**src/rtl/mouse_transmitter.sv**
```systemverilog
// Host-to-device PS/2 transmitter. It sends one command byte to the mouse.
// Sequence: hold the mouse clock low, pull data low for the start bit,
// release the clock, then shift out the data bits, parity and stop bit on
// falling edges generated by the device. It then samples the acknowledge bit,
// waits for the bus to go idle, and reports status on a one-cycle BYTE_SENT.
module mouse_transmitter #(
    parameter int CLK_HOLD_CYCLES    = 6000,
    parameter int DATA_SETUP_CYCLES  = 50,
    parameter int FIRST_EDGE_TIMEOUT = 750000,
    parameter int BIT_TIMEOUT        = 100000
) (
    input  logic       CLK,
    input  logic       RESET,
    input  logic       CLK_MOUSE_IN,
    input  logic       DATA_MOUSE_IN,
    input  logic       SEND_BYTE,
    input  logic [7:0] BYTE_TO_SEND,
    output logic       CLK_MOUSE_OUT_EN,
    output logic       DATA_MOUSE_OUT,
    output logic       DATA_MOUSE_OUT_EN,
    output logic       BUSY,
    output logic       BYTE_SENT,
    output logic [1:0] BYTE_ERROR_CODE
);

    // One shared counter covers the hold, setup and timeout intervals, so it
    // is sized for the largest of them.
    localparam int MAX_A   = (CLK_HOLD_CYCLES > DATA_SETUP_CYCLES) ? CLK_HOLD_CYCLES : DATA_SETUP_CYCLES;
    localparam int MAX_B   = (FIRST_EDGE_TIMEOUT > BIT_TIMEOUT) ? FIRST_EDGE_TIMEOUT : BIT_TIMEOUT;
    localparam int CNT_MAX = (MAX_A > MAX_B) ? MAX_A : MAX_B;
    localparam int CNT_W   = $clog2(CNT_MAX + 1);

    localparam logic [CNT_W-1:0] HOLD_LAST  = CNT_W'(CLK_HOLD_CYCLES - 1);
    localparam logic [CNT_W-1:0] SETUP_LAST = CNT_W'(DATA_SETUP_CYCLES - 1);
    localparam logic [CNT_W-1:0] FIRST_LAST = CNT_W'(FIRST_EDGE_TIMEOUT - 1);
    localparam logic [CNT_W-1:0] BIT_LAST   = CNT_W'(BIT_TIMEOUT - 1);

    localparam logic [1:0] CODE_TIMEOUT = 2'b10;

    typedef enum logic [3:0] {
        S_IDLE,
        S_HOLD_CLK,
        S_PULL_DATA,
        S_RELEASE,
        S_SEND_BITS,
        S_WAIT_ACK,
        S_WAIT_IDLE,
        S_DONE,
        S_ABORT
    } state_t;

    state_t           r_state;
    logic [CNT_W-1:0] r_cnt;
    logic [3:0]       r_idx;

    // Command byte, its parity and the sampled acknowledge bit.
    logic [7:0] r_byte;
    logic       r_parity;
    logic       r_ack_err;

    // Pad synchronisers and clock edge history.
    logic r_clk_meta;
    logic r_clk_sync;
    logic r_clk_prev;
    logic r_dat_meta;
    logic r_dat_sync;

    // Registered outputs.
    logic       r_clk_en;
    logic       r_data_en;
    logic       r_busy;
    logic       r_byte_sent;
    logic [1:0] r_code;

    // Next-state values.
    state_t           w_state_n;
    logic [CNT_W-1:0] w_cnt_n;
    logic [3:0]       w_idx_n;
    logic             w_data_en_n;
    logic [1:0]       w_code_n;
    logic             w_clk_en_n;
    logic             w_busy_n;
    logic             w_sent_n;
    logic             w_latch;
    logic             w_ack_load;

    logic w_clk_fall;
    logic w_bus_idle;

    assign w_clk_fall = r_clk_prev & ~r_clk_sync;
    assign w_bus_idle = r_clk_sync & r_dat_sync;

    assign CLK_MOUSE_OUT_EN  = r_clk_en;
    assign DATA_MOUSE_OUT    = 1'b0;
    assign DATA_MOUSE_OUT_EN = r_data_en;
    assign BUSY              = r_busy;
    assign BYTE_SENT         = r_byte_sent;
    assign BYTE_ERROR_CODE   = r_code;

    // Two-flop synchronisers on both pads plus previous clock for edge detection.
    // They reset to the idle (high) level so that reset never causes a false falling edge.
    always_ff @(posedge CLK) begin
        if (RESET) begin
            r_clk_meta <= 1'b1;
            r_clk_sync <= 1'b1;
            r_clk_prev <= 1'b1;
            r_dat_meta <= 1'b1;
            r_dat_sync <= 1'b1;
        end else begin
            r_clk_meta <= CLK_MOUSE_IN;
            r_clk_sync <= r_clk_meta;
            r_clk_prev <= r_clk_sync;
            r_dat_meta <= DATA_MOUSE_IN;
            r_dat_sync <= r_dat_meta;
        end
    end

    // State register, counters and registered outputs.
    always_ff @(posedge CLK) begin
        if (RESET) begin
            r_state     <= S_IDLE;
            r_cnt       <= '0;
            r_idx       <= '0;
            r_clk_en    <= 1'b0;
            r_data_en   <= 1'b0;
            r_busy      <= 1'b0;
            r_byte_sent <= 1'b0;
            r_code      <= 2'b00;
        end else begin
            r_state     <= w_state_n;
            r_cnt       <= w_cnt_n;
            r_idx       <= w_idx_n;
            r_clk_en    <= w_clk_en_n;
            r_data_en   <= w_data_en_n;
            r_busy      <= w_busy_n;
            r_byte_sent <= w_sent_n;
            r_code      <= w_code_n;
        end
    end

    // Command byte with its odd parity, and the acknowledge sample (datapath, no reset).
    always_ff @(posedge CLK) begin
        if (w_latch) begin
            r_byte   <= BYTE_TO_SEND;
            r_parity <= ~^BYTE_TO_SEND;
        end
        if (w_ack_load) begin
            r_ack_err <= r_dat_sync;
        end
    end

    // Next-state and next-output logic. Outputs are registered from the next state,
    // so each output lines up with the state it belongs to.
    always_comb begin
        w_state_n   = r_state;
        w_cnt_n     = r_cnt;
        w_idx_n     = r_idx;
        w_data_en_n = r_data_en;
        w_code_n    = r_code;
        w_latch     = 1'b0;
        w_ack_load  = 1'b0;

        case (r_state)
            S_IDLE: begin
                w_data_en_n = 1'b0;
                w_cnt_n     = '0;
                if (SEND_BYTE) begin
                    w_latch   = 1'b1;
                    w_idx_n   = '0;
                    w_state_n = S_HOLD_CLK;
                end
            end

            S_HOLD_CLK: begin
                if (r_cnt == HOLD_LAST) begin
                    w_cnt_n     = '0;
                    w_data_en_n = 1'b1;
                    w_state_n   = S_PULL_DATA;
                end else begin
                    w_cnt_n = r_cnt + 1'b1;
                end
            end

            S_PULL_DATA: begin
                if (r_cnt == SETUP_LAST) begin
                    w_cnt_n   = '0;
                    w_state_n = S_RELEASE;
                end else begin
                    w_cnt_n = r_cnt + 1'b1;
                end
            end

            S_RELEASE: begin
                if (w_clk_fall) begin
                    w_data_en_n = ~r_byte[0];
                    w_idx_n     = 4'd1;
                    w_cnt_n     = '0;
                    w_state_n   = S_SEND_BITS;
                end else if (r_cnt == FIRST_LAST) begin
                    w_cnt_n   = '0;
                    w_state_n = S_ABORT;
                end else begin
                    w_cnt_n = r_cnt + 1'b1;
                end
            end

            S_SEND_BITS: begin
                if (w_clk_fall) begin
                    w_cnt_n = '0;
                    if (r_idx == 4'd9) begin
                        // Stop bit is always a released line.
                        w_data_en_n = 1'b0;
                        w_state_n   = S_WAIT_ACK;
                    end else if (r_idx == 4'd8) begin
                        w_data_en_n = ~r_parity;
                        w_idx_n     = r_idx + 4'd1;
                    end else begin
                        w_data_en_n = ~r_byte[r_idx[2:0]];
                        w_idx_n     = r_idx + 4'd1;
                    end
                end else if (r_cnt == BIT_LAST) begin
                    w_cnt_n   = '0;
                    w_state_n = S_ABORT;
                end else begin
                    w_cnt_n = r_cnt + 1'b1;
                end
            end

            S_WAIT_ACK: begin
                w_data_en_n = 1'b0;
                if (w_clk_fall) begin
                    w_ack_load = 1'b1;
                    w_cnt_n    = '0;
                    w_state_n  = S_WAIT_IDLE;
                end else if (r_cnt == BIT_LAST) begin
                    w_cnt_n   = '0;
                    w_state_n = S_ABORT;
                end else begin
                    w_cnt_n = r_cnt + 1'b1;
                end
            end

            S_WAIT_IDLE: begin
                w_data_en_n = 1'b0;
                if (w_bus_idle) begin
                    w_cnt_n   = '0;
                    w_code_n  = {1'b0, r_ack_err};
                    w_state_n = S_DONE;
                end else if (r_cnt == BIT_LAST) begin
                    w_cnt_n   = '0;
                    w_state_n = S_ABORT;
                end else begin
                    w_cnt_n = r_cnt + 1'b1;
                end
            end

            S_DONE: begin
                w_data_en_n = 1'b0;
                w_cnt_n     = '0;
                w_state_n   = S_IDLE;
            end

            S_ABORT: begin
                w_data_en_n = 1'b0;
                w_cnt_n     = '0;
                w_state_n   = S_IDLE;
            end

            default: begin
                w_data_en_n = 1'b0;
                w_cnt_n     = '0;
                w_state_n   = S_IDLE;
            end
        endcase

        if (w_state_n == S_ABORT) begin
            w_data_en_n = 1'b0;
            w_code_n    = CODE_TIMEOUT;
        end

        w_clk_en_n = (w_state_n == S_HOLD_CLK) || (w_state_n == S_PULL_DATA);
        w_busy_n   = (w_state_n != S_IDLE);
        w_sent_n   = (w_state_n == S_DONE) || (w_state_n == S_ABORT);
    end

endmodule

```
**config.mk**
```make
export PLATFORM = sky130hd
export DESIGN_NAME = mouse_transmitter
export DESIGN_NICKNAME = d
export VERILOG_FILES = /design/src/rtl/mouse_transmitter.sv
export SDC_FILE = /design/constraint.sdc
export NUM_CORES = 1
export LEC_CHECK = 0
export CORE_MARGIN = 2
export CORE_UTILIZATION = 52
export CTS_BUF_LIST = sky130_fd_sc_hd__clkbuf_8 sky130_fd_sc_hd__clkbuf_16
export DETAILED_ROUTE_END_ITERATION = 8
export PLACE_DENSITY = 0.87
export RECOVER_POWER = 100
export SYNTH_ARGS = -nofsm -noshare
export SYNTH_HDL_FRONTEND = slang
export SYNTH_SLANG_ARGS = --single-unit
```
**constraint.sdc**
```tcl
create_clock -name CLK -period 2.1 [get_ports CLK]
set_input_delay 0.42 -clock CLK [delete_from_list [all_inputs] [get_ports CLK]]
set_output_delay 0.42 -clock CLK [all_outputs]
set_load 0.01 [all_outputs]
```
Word-level counts from Yosys, hierarchy flattened. Cells that the tools add are included.

$lt $le $gt $ge: 1. Eq/ne operators: 21. Reduce and logical (&&, ||, !) cells: 14. Multiplexer cells: 39. Add/sub/neg operators: 2. Bitwise logic cells: 7.

Operators by type and width (number): $mux W20 (7); $pmux W20 S5 (1); $mux W4 (14); $pmux W4 S7 (1); $add A20 B1 Y20 const B (1); $eq A20 B13 Y1 const B (1); $eq A20 B17 Y1 const B (1); $eq A20 B20 Y1 const B (1); $eq A20 B6 Y1 const B (1); $eq A4 B3 Y1 const B (4); $eq A4 B2 Y1 const B (3); $eq A4 B4 Y1 const B (3); $pmux W4 S3 (1); $mux W1 (10); $ne A2 B2 Y1 const B (5); $eq A4 B1 Y1 const B (2); $reduce_xnor A8 Y1 (1); $mux W2 (3); $not A1 Y1 (5); $reduce_and A5 Y1 (1); $add A4 B1 Y4 const B (1); $logic_not A4 Y1 (1); $lt A3 B4 Y1 const B (1); $pmux W1 S4 (1); 9 further kinds (14).

Register bits after elaboration: 49. Output and inout bits: 7.

Longest topological paths before layout. Gate-level depths: netlist (run 1).

Word-level depth: 7. Mapped depth: 8. Mapped depth without buffers: 8.

Worst setup path after synthesis (run 1). OpenSTA, ideal clock, no wires.

Kind: flip-flop to flip-flop. Start: register r_cnt[0]. End: register r_clk_en (netlist: CLK_MOUSE_OUT_EN). Data required time: 2021 ps. Path slack: -141 ps. Path buffers: 0. Setup time: 79 ps. Arrival time: 2161 ps. Cell stages (with the launch flop): 8. Path through: dfxtp_1 > ha_1 > nand3_1 > or4_1 > nor3_1 > nor4_1 > or4_1 > a211oi_2.

Word-level cells in the longest chain between the ends: 6. Elaborated cells between the ends (all ways): 16. Classes of those cells: 6 x eq/ne; 9 x mux; 1 x reduce/logical.

RTL lines: start, declared (line 53) `logic [CNT_W-1:0] r_cnt;`; start signal, assigned (line 131) `r_cnt <= w_cnt_n;`; $eq A20 B17 Y1 / $eq A20 B20 Y1 (equally long branches); $mux W4 (on tied branches) (2 in a row); $pmux W4 S7 * (line 163) `case (r_state)`; $eq A4 B1 Y1 / $eq A4 B2 Y1 (equally long branches) (line 281) `w_clk_en_n = (w_state_n == S_HOLD_CLK) || (w_state_n == S_PULL_DATA);`; $logic_or A1 B1 Y1 * (line 281); end signal, assigned (line 133) `r_clk_en <= w_clk_en_n;`; end, declared (line 69) `logic r_clk_en;`.

Mark *: on every way between the ends. The rest lies on a longest branch, timed or not. A chain may end at the register's enable or synchronous reset.

Final worst setup path (run 1).
Start: register r_cnt[16]. End: register r_cnt[18].

Word-level cells in the longest chain between the ends: 4. Elaborated cells between the ends (all ways): 13. Classes of those cells: 1 x add/sub; 4 x eq/ne; 8 x mux.

RTL lines (line): $add A20 B1 Y20 (tied with other cells); $mux W20 (on tied branches); $mux W20 (on tied branches) (245, 194, 208); $pmux W20 S5 * (163).

Marked as above.

==> report_table.html, run 1 <==
<table>
<tr><th>Metric</th><th>Value</th></tr>
<tr><th colspan="2">Timing</th></tr>
<tr><td>Hold slack final</td><td>0.4251 ns</td></tr>
<tr><td>Unrepaired setup endpoints after global routing</td><td>true</td></tr>
<tr><td>Post-route clock period utilization</td><td>108.7%</td></tr>
<tr><td>Worst relative slew slack</td><td>62.76%</td></tr>
<tr><td>Setup-failing EPs final</td><td>21</td></tr>
<tr><td>Worst path setup slack after routing</td><td>-0.1830 ns</td></tr>
<tr><td>Post-layout min period</td><td>2.283 ns</td></tr>
<tr><td>Top achievable clock speed</td><td>0.4380 GHz</td></tr>
<tr><td>Max-slew violations</td><td>0</td></tr>
<tr><td>Post-Route Skew</td><td>0.009996 ns</td></tr>
<tr><td>Slew @ Worst Pin</td><td>0.5587 ns</td></tr>
<tr><td>Final hold violations</td><td>0</td></tr>
<tr><th colspan="2">Floorplanning</th></tr>
<tr><td>Chip Width</td><td>73.04 um</td></tr>
<tr><td>Starting density of the core</td><td>53.18%</td></tr>
<tr><td>Count of standard-cell rows</td><td>25</td></tr>
<tr><td>Total I/O pin count</td><td>20</td></tr>
<tr><td>Die outline height</td><td>73.04 um</td></tr>
<tr><td>Area of the core</td><td>0.004661 mm^2</td></tr>
<tr><td>Area of the die</td><td>0.005335 mm^2</td></tr>
<tr><th colspan="2">Drt</th></tr>
<tr><td>Final routed DRC violation total</td><td>0</td></tr>
<tr><td>Via count of the routed design</td><td>2235</td></tr>
<tr><td>Vias per cell</td><td>5.820</td></tr>
<tr><td>Final antenna-violating net count</td><td>0</td></tr>
<tr><td>DR iter-0 viols</td><td>240</td></tr>
<tr><td>Detailed-route wire length</td><td>6461 um</td></tr>
<tr><td>Routed wire length per instance</td><td>16.83 um</td></tr>
<tr><td>First-pass iteration count of the detailed router</td><td>5</td></tr>
<tr><th colspan="2">Synth</th></tr>
<tr><td>Proportion of synthesized chip area in sequential cells</td><td>43.61%</td></tr>
<tr><td>Area share of fa/ha/maj cells after synthesis</td><td>2.524%</td></tr>
<tr><td>Mux cell area share after synthesis</td><td>2.221%</td></tr>
<tr><td>Synth Area in XOR/XNOR</td><td>8.834%</td></tr>
<tr><td>Dominant combinational cell family by area after synthesis</td><td>simple AND/OR/NAND/NOR gates</td></tr>
<tr><td>FFs w/ async S/R, synth</td><td>0%</td></tr>
<tr><td>Post-synthesis register bit count</td><td>49</td></tr>
<tr><td>Count of flip-flops with a built-in enable after synthesis</td><td>10</td></tr>
<tr><td>Mean instance size in the synthesized netlist</td><td>9.146 um^2</td></tr>
<tr><td>Number of distinct library cell variants in the gate-level netlist after synthesis</td><td>56</td></tr>
<tr><td>Area share of the largest cell type after synthesis</td><td>31.50%</td></tr>
<tr><td>Total of warnings raised by yosys</td><td>0</td></tr>
<tr><td>Fraction of the mapped netlist area in simple logic gates</td><td>29.08%</td></tr>
<tr><td>Net count after synthesis</td><td>289</td></tr>
<tr><td>Number of standard cells after synthesis</td><td>271</td></tr>
<tr><td>Ys flop type</td><td>sky130_fd_sc_hd__dfxtp_1</td></tr>
<tr><td>Post-synth design cell area</td><td>0.002479 mm^2</td></tr>
<tr><td>Cell taking the most area after synthesis</td><td>sky130_fd_sc_hd__dfxtp_1</td></tr>
<tr><td>Area fraction in compound gates after synthesis</td><td>9.642%</td></tr>
<tr><td>Cell types with the largest area share after synthesis</td><td>sky130_fd_sc_hd__dfxtp_1 (31%), sky130_fd_sc_hd__edfxtp_1 (12%), sky130_fd_sc_hd__nor2_1 (6.2%)</td></tr>
<tr><th colspan="2">Global route</th></tr>
<tr><td>Met2 track utilization from global routing</td><td>40.44%</td></tr>
<tr><td>Number of antenna violations at the first check in global routing</td><td>0</td></tr>
<tr><td>Wire length of the first global-routing pass</td><td>9680 um</td></tr>
<tr><td>GR Util met1</td><td>28.86%</td></tr>
<tr><td>Grt met3 use</td><td>4.144%</td></tr>
<tr><td>Vias in the first global route</td><td>2119</td></tr>
<tr><td>Residual overflow from global routing</td><td>0</td></tr>
<tr><td>Pin count of the biggest net entering global routing</td><td>21</td></tr>
<tr><td>Most crowded layer after global routing</td><td>met2</td></tr>
<tr><td>Global routing usage summed across all routing layers</td><td>23.30%</td></tr>
<tr><th colspan="2">Clock network</th></tr>
<tr><td>CTS HTree Levels</td><td>2</td></tr>
<tr><td>Clock Path Buffers</td><td>2</td></tr>
<tr><td>Number of hold-repair buffers added at the cts stage</td><td>0</td></tr>
<tr><td>TritonCTS clock tree</td><td>built</td></tr>
<tr><td>CTS clk-pin slew, worst paths</td><td>0.09 ns</td></tr>
<tr><td>Clock Latency Late Sink</td><td>0.31 ns</td></tr>
<tr><td>TritonCTS Buffers</td><td>5</td></tr>
<tr><td>Clock net sink count</td><td>49</td></tr>
<tr><td>Clock root buffer</td><td>sky130_fd_sc_hd__clkbuf_8</td></tr>
<tr><th colspan="2">Critical path</th></tr>
<tr><td>Arrival @ worst endpoint</td><td>2.48 ns</td></tr>
<tr><td>Critical Path RT</td><td>2.30 ns</td></tr>
<tr><td>Critical Path End Type</td><td>flop</td></tr>
<tr><td>Delay of the slowest critical-path stage</td><td>0.40 ns</td></tr>
<tr><td>Crit-path cells</td><td>nor4_1 -&gt; buf_4 -&gt; nand2_1 -&gt; nor4b_2 -&gt; o22ai_1 -&gt; o21ai_4 -&gt; clkbuf_16 -&gt; nor2_1</td></tr>
<tr><td>Crit Path Max Fanout</td><td>6</td></tr>
<tr><td>Classification of the worst setup path</td><td>reg2reg</td></tr>
<tr><td>Slowest stage cell on the critical path</td><td>sky130_fd_sc_hd__dfxtp_1</td></tr>
<tr><td>Startpoint type of the worst setup path</td><td>flop</td></tr>
<tr><th colspan="2">Power and ir drop</th></tr>
<tr><td>Lkg Pwr</td><td>0.001179 uW</td></tr>
<tr><td>Pwr Density</td><td>546.0 mW/mm^2</td></tr>
<tr><td>Worst supply voltage drop on vdd</td><td>0.3848 mV</td></tr>
<tr><th colspan="2">Outcome</th></tr>
<tr><td>Failing checks</td><td>negative setup slack</td></tr>
<tr><td>Result of the run</td><td>finished with violations</td></tr>
<tr><th colspan="2">Finish</th></tr>
<tr><td>Layout cells sized above 1</td><td>25.45%</td></tr>
<tr><td>Most common cell after layout, fill and taps aside</td><td>sky130_fd_sc_hd__nor2_1</td></tr>
<tr><td>Area of combinational cells with multiple inputs</td><td>0.001401 mm^2</td></tr>
<tr><td>Filler Cells Inserted</td><td>354</td></tr>
<tr><td>Total area of sequential cells</td><td>0.001086 mm^2</td></tr>
<tr><td>Commonest cells after routing, fill and taps aside</td><td>sky130_fd_sc_hd__nor2_1 (41), sky130_fd_sc_hd__buf_4 (36), sky130_fd_sc_hd__dfxtp_1 (35)</td></tr>
<tr><td>Count of nets after finishing</td><td>347</td></tr>
<tr><td>Area overhead of the layout relative to synthesis</td><td>29.83%</td></tr>
<tr><td>Antenna cell count</td><td>0</td></tr>
<tr><th colspan="2">Place</th></tr>
<tr><td>RD Place Congestion</td><td>0.9171</td></tr>
<tr><td>Count of input and output buffers</td><td>18</td></tr>
<tr><td>DPL Wire Length</td><td>4280 um</td></tr>
<tr><td>Worst slack after detailed placement</td><td>-0.08097 ns</td></tr>
<tr><th colspan="2">Hold path</th></tr>
<tr><td>Path category of the worst min-delay check</td><td>reg2reg</td></tr>
<tr><th colspan="2">Job</th></tr>
<tr><td>Maxcap violations</td><td>0</td></tr>
</table>
==> stage by stage <==
stage | cell area, um^2 | utilization (%) | instances | power [uW] | setup TNS [ns]
2_1_floorplan | 2515 | - | 271 | 1113 | -0.003319
3_3_place_gp | 2997 | 64.30 | 372 | 1177 | 0
3_5_place_dp | 2997 | 64.30 | 372 | 1183 | -0.1278
4_1_cts | 3133 | 67.22 | 380 | 1766 | -0.05709
5_1_grt | 3218 | 69.05 | 384 | 1821 | -4.393
6_report | 3218 | 69.05 | 384 | 1757 | -2.964
==> cell families (layout without fill, tap and decap cells) <==
| family | after synthesis | count (layout) |
|---|---|---|
| fa+ha+maj | 5 | 5 |
| flops | 49 | 49 |
| other cells | 1 | 1 |
| compound gates | 37 | 37 |
| xor+xnor | 25 | 25 |
| buf+inv | 17 | 76 |
| mux | 3 | 3 |
| simple gates | 134 | 134 |
==> registers in the layout, summed over array words and instances (netlist names), 2 cells and up <==
register         cells
BYTE_ERROR_CODE      2
r_byte               8
r_cnt               20
r_idx                4
r_state              4
==> routing by layer <==
metal | part of all wire (%) | vias up | routed length, um
li1 | - | 1079 | -
met3 | 3.8 | 15 | 246
met2 | 53 | 70 | 3415
met5 | 0 | - | 0
met4 | 2.0 | 0 | 132
met1 | 41 | 1071 | 2666
==> report_power, final <==
part | leakage (uW) | internal, uW | total [uW] | switching, uW
sequential | 0.000413 | 990 | 1000 | 13.1
combinational | 0.000721 | 88.8 | 170 | 81.1
clock | 0.0000447 | 241 | 584 | 343
total | 0.00118 | 1320 | 1760 | 437
==> worst max-delay path, delay by kind of cell (launching register included) <==
family / cells / cell delay [ns]
DFF: 1 / 0.40
buffers and inverters: 2 / 0.42
and+or+nand+nor: 4 / 0.80
AOI/OAI and AO/OA: 2 / 0.55
==> cell type report <==
| class | instances | share of cell area [%] |
|---|---|---|
| timing repair buffer | 61 | 16.87 |
| clock buffer | 5 | 2.138 |
| inverter | 7 | 0.8165 |
| tap | 54 | 2.100 |
| multi-input combinational | 205 | 43.55 |
| sequential | 49 | 33.75 |
| clock inverter | 3 | 0.7776 |
==> Yosys cell counts (7+ instances only) <==
master / number
sky130_fd_sc_hd__a21oi_1: 15
sky130_fd_sc_hd__dfxtp_1: 39
sky130_fd_sc_hd__edfxtp_1: 10
sky130_fd_sc_hd__inv_1: 7
sky130_fd_sc_hd__nand2_1: 20
sky130_fd_sc_hd__nand3_1: 11
sky130_fd_sc_hd__nand4_1: 7
sky130_fd_sc_hd__nor2_1: 41
sky130_fd_sc_hd__nor3_1: 9
sky130_fd_sc_hd__o21ai_0: 7
sky130_fd_sc_hd__xnor2_1: 17
sky130_fd_sc_hd__xor2_1: 8
==> timing repair <==
| item | in CTS | in global routing |
|---|---|---|
| setup endpoints to repair | 22 | 23 |
| pin swaps | 0 | 1 |
| gates cloned | 0 | 3 |
| gates resized for setup | 8 | 7 |
| setup buffers | 0 | 1 |
==> path summary, 6_finish.rpt <==
path	start	to	slack, ns	cells after the start
setup / recovery	r_cnt[16]	r_cnt[18]	-0.18	8
hold / removal	r_dat_meta	r_dat_sync	0.43	1
setup reg to reg	r_cnt[16]	r_cnt[18]	-0.18	8
hold reg to reg	r_dat_meta	r_dat_sync	0.43	1
Note: power is estimated with default switching activity, not from simulation.
==> inputs of run 2 (changes only) <==
--- a/config.mk
+++ b/config.mk
@@ -8,6 +8,7 @@
 export CORE_MARGIN = 2
 export CORE_UTILIZATION = 52
 export CTS_BUF_LIST = sky130_fd_sc_hd__clkbuf_8 sky130_fd_sc_hd__clkbuf_16
+export CTS_CLUSTER_SIZE = 25
 export DETAILED_ROUTE_END_ITERATION = 8
 export PLACE_DENSITY = 0.87
 export RECOVER_POWER = 100
==> results of run 2 <==
No change in the layout: final DEF, timing and power equal those of run 1.
